--- config.mk ---
export PLATFORM = sky130hd
export DESIGN_NAME = relm_push_fifo
export DESIGN_NICKNAME = d
export VERILOG_FILES = /design/src/rtl/relm_push_fifo.sv
export SDC_FILE = /design/constraint.sdc
export NUM_CORES = 1
export LEC_CHECK = 0
export CORE_ASPECT_RATIO = 2
export CORE_MARGIN = 2
export CORE_UTILIZATION = 55
export DETAILED_ROUTE_END_ITERATION = 8
export PLACE_DENSITY_LB_ADDON = 0.15
export SLEW_MARGIN = 5
export SYNTH_ARGS = -nofsm -noshare
export SYNTH_HDL_FRONTEND = slang
export SYNTH_SLANG_ARGS = --single-unit
--- constraint.sdc ---
create_clock -name clk -period 3.7 [get_ports clk]
set_input_delay 0.37 -clock clk [delete_from_list [all_inputs] [get_ports clk]]
set_output_delay 0.37 -clock clk [all_outputs]
set_load 0.05 [all_outputs]
--- src/rtl/relm_push_fifo.sv ---
// Processor push-port FIFO: single clock, synchronous active-low reset, refuses pushes when full.
// Optional macro RELM_PUSH_FIFO_DROP_EN adds a saturating 16-bit count of refused pushes on drop_out.
module relm_push_fifo #(
  parameter int WD  = 32,
  parameter int WAF = 4
) (
  input  logic          clk,
  input  logic          rst_n_in,
  input  logic [WD:0]   push_in,
  output logic          retry_out,
  output logic [WD-1:0] q_out,
  output logic          valid_out,
  input  logic          ready_in,
  output logic [WAF:0]  count_out
`ifdef RELM_PUSH_FIFO_DROP_EN
  ,
  output logic [15:0]   drop_out
`endif
);

  localparam int DEPTH = 1 << WAF;
  localparam logic [WAF:0]   FULL_CNT = {1'b1, {WAF{1'b0}}};
  localparam logic [WAF:0]   ONE_CNT  = (WAF+1)'(1);
  localparam logic [WAF-1:0] ONE_PTR  = WAF'(1);

  logic [WD-1:0]  mem_r [DEPTH];
  logic [WAF-1:0] wr_ptr_r;
  logic [WAF-1:0] rd_ptr_r;
  logic [WAF:0]   count_r;
  logic           valid_r;
  logic           full_r;

  logic           push_ok_s;
  logic           pop_ok_s;
  logic [WAF:0]   count_nxt_s;

  // Accept/pop decisions and next occupancy; all qualifiers come from registered flags.
  always_comb begin
    push_ok_s   = push_in[WD] & ~full_r;
    pop_ok_s    = valid_r & ready_in;
    count_nxt_s = count_r;
    case ({push_ok_s, pop_ok_s})
      2'b10:   count_nxt_s = count_r + ONE_CNT;
      2'b01:   count_nxt_s = count_r - ONE_CNT;
      default: count_nxt_s = count_r;
    endcase
  end

  // Pointer, occupancy and status flag registers; flags precomputed so outputs stay registered.
  always_ff @(posedge clk) begin
    if (!rst_n_in) begin
      wr_ptr_r <= '0;
      rd_ptr_r <= '0;
      count_r  <= '0;
      valid_r  <= 1'b0;
      full_r   <= 1'b0;
    end else begin
      if (push_ok_s) wr_ptr_r <= wr_ptr_r + ONE_PTR;
      if (pop_ok_s)  rd_ptr_r <= rd_ptr_r + ONE_PTR;
      count_r <= count_nxt_s;
      valid_r <= (count_nxt_s != '0);
      full_r  <= (count_nxt_s == FULL_CNT);
    end
  end

  // Storage array; contents are not reset, a push coinciding with reset is not written.
  always_ff @(posedge clk) begin
    if (push_ok_s && rst_n_in) begin
      mem_r[wr_ptr_r] <= push_in[WD-1:0];
    end
  end

`ifdef RELM_PUSH_FIFO_DROP_EN
  logic [15:0] drop_r;

  // Saturating count of strobed pushes refused because the FIFO was full.
  always_ff @(posedge clk) begin
    if (!rst_n_in) begin
      drop_r <= 16'h0000;
    end else if (push_in[WD] && full_r && (drop_r != 16'hFFFF)) begin
      drop_r <= drop_r + 16'h0001;
    end
  end

  assign drop_out = drop_r;
`endif

  assign retry_out = full_r;
  assign valid_out = valid_r;
  assign count_out = count_r;
  assign q_out     = mem_r[rd_ptr_r];

endmodule
==> results.ini <==
[outcome]
status=finished, final reports clean

[hold_path]
min_path_type=reg2reg
holdPathStages=2
min_from=rd_ptr_r[1]

[route]
antenna_left=0
wl_um=41100
wl_per_cell_um=28.4
via_count=8999
route.detailed.drc=0
first_pass_iters=5
drt_iter0_markers=765
vias_per_cell=6.22

[sta]
fmax_mhz=278
skew_ns=0.0153
setup_tns_ns=0
grt_setup_unrepaired=no
tightest_slew_ns=0.692
setup_viol=0
finalHoldViolations=0
hold_slack_ns=0.513
slew_headroom_pct=53.7
slew_violations=0
period_needed_ns=3.60
fin_crit_sh_pct=97.2

[global_route]
grt_pass1_wl_um=60800
globalRouteTotalUtil_pct=21.7
antenna_found_initial=1
grt.overflow.total=0
first_global_vias=9669
grt_start_max_net_pins=77

[die]
chipHeight_um=277
dieWidth_um=140
start_util_pct=55.4
rows=100
boundaryPins=75
die-area_sq_um=38800
fp.coreArea_sq_um=36900

[worst_setup_path]
r2r-end=valid_out
cp.required_ns=3.33
r2r_cells=11
r2r-start=retry_out
worstSetupEndpointType=primary output
rrSetupSlack_ns=1.23
crit_path_max_fanout=18
crit_type=reg2out
critPathLaunchType=flip-flop
arrival_ns=3.23

[layout]
nets=996
layout-drive-gt1-share_pct=24.6
synthToLayoutAreaGrowth_pct=15.5
fillCellCount=2406
layoutNonFillerInstCount=1447
regArea_sq_um=15800
multiInputGateArea_sq_um=4530
post-route-util_pct=64.0
antenna_cells=0

[placement]
hpwl_um=22000
dp_cells=1364
io_buffers=74
routabilityCongestion=0.709

[power_and_ir_drop]
p_leak_nw=7.40
pwr_density_cell_nw_per_um2=545
vdd_drop_max_v=0.000456
total_power_mw=12.9

[synth]
syn_nets=873
synth.most_common_cell=edfxtp_1
syn_area_sq_um=20500
synthTopCellsByArea=edfxtp_1 (75%), mux4_2 (12%), mux4_1 (6.4%)
synth.yosys.seq_area_share_pct=77.0
syn_avg_cell_area_sq_um=24.7
ys_warn_count=0
ys_seq_elements=531
netlist.area_leader.share_pct=75.2
synthDistinctLibCells=39
yosys-top-cells-count=edfxtp_1 (512), mux4_2 (110), mux4_1 (50)
async_flop_share_pct=0
synth_edf_count=512
synthFlopType=edfxtp_1
synth_cells=829
synth_largest_area_cell=edfxtp_1

[clocking]
numCtsBuffers=45
cts.clk_slew.worst_paths_ns=0.06
cts_hold_buf=0
cts_tree=built
clock-root-buffer=clkbuf_16
cts_resized=1
post_cts_buffers=0
cts_max_path_buffers=3
cts.htree.levels=2
clock_latency_ns=0.56
cts.sinks=531

[run]
max_cap_violations=0

-- placed cells by master, fill, tap and decap left out, drive strengths merged, types with 3 or more instances in the layout --
cell           count
and2              10
mux4             160
xnor2              8
nand3              3
clkinvlp           4
clkbuf            55
nor2b              6
edfxtp           512
nand2b             3
clkdlybuf4s50     60
dfxtp             19
nor2              20
dlymetal6s2s      13
nand2              9
clkinv            20
ha                 8
inv                7
buf               42
-- cell families (layout without fill, tap and decap cells) --
family          count (synthesis)  in the layout  share of synthesized area, %
buf+inv                        45            204                          1.43
simple gates                   60             60                          1.54
flops                         531            531                          77.0
fa+ha+maj                       8              8                         0.489
xor+xnor                       10             10                         0.428
compound gates                 13             13                         0.441
mux                           162            162                          18.6
-- sequential cells by signal, summed over array words and instances (netlist names), named ones only --
signal,cells
valid_out,1
count_out,5
wr_ptr_r,4
retry_out,1
rd_ptr_r,4
mem_r,512
-- metrics by stage --
step                setup WS [ns]  instance area [sq um]
finish                      0.104                  23600
global route               0.0134                  23600
CTS                       0.00654                  23600
detailed placement          0.611                  22200
global placement            0.613                  22200
floorplan                   0.820                  20500
-- worst max path at each step --
stage	from	endpoint	slack, ns	cells after the start
finish	flip-flop	q_out[17]	0.10	5
global route	flip-flop	q_out[17]	0.01	5
CTS	flip-flop	q_out[3]	0.007	4
detailed placement	flip-flop	q_out[21]	0.61	5
global placement	flip-flop	q_out[21]	0.61	5
floorplan	retry_out	mem_r[7][0]	0.82	4
-- power by group --
part | switching, mW | leakage, nW | total, mW | internal, mW
Combinational | 0.837 | 1.93 | 1.60 | 0.759
Sequential | 0.0559 | 4.77 | 6.72 | 6.66
Clock | 2.07 | 0.695 | 4.56 | 2.49
-- cell type report --
class / instances / share of cell area, %
Sequential cell: 531 / 66.7
Multi-Input combinational cell: 253 / 19.2
Timing Repair Buffer: 116 / 5.61
Clock buffer: 55 / 5.15
Tap cell: 459 / 2.43
Clock inverter: 28 / 0.858
Inverter: 5 / 0.0794
-- routing by layer --
metal / vias up / global-route usage, % / routed length (um)
li1: 3843 / - / -
met1: 4859 / 28.4 / 16400
met2: 235 / 38.4 / 22100
met3: 60 / 2.94 / 1770
met4: 2 / 6.06 / 871
met5: - / 0 / 11
-- critical path, cell delays in order (launching register included) --
cell and delay, ns:
dfxtp_4 0.52, buf_12 0.23, buf_12 0.16, mux4_1 0.54, mux4_2 0.47, clkdlybuf4s50_1 0.71
Note: power is estimated with default switching activity, not from simulation.
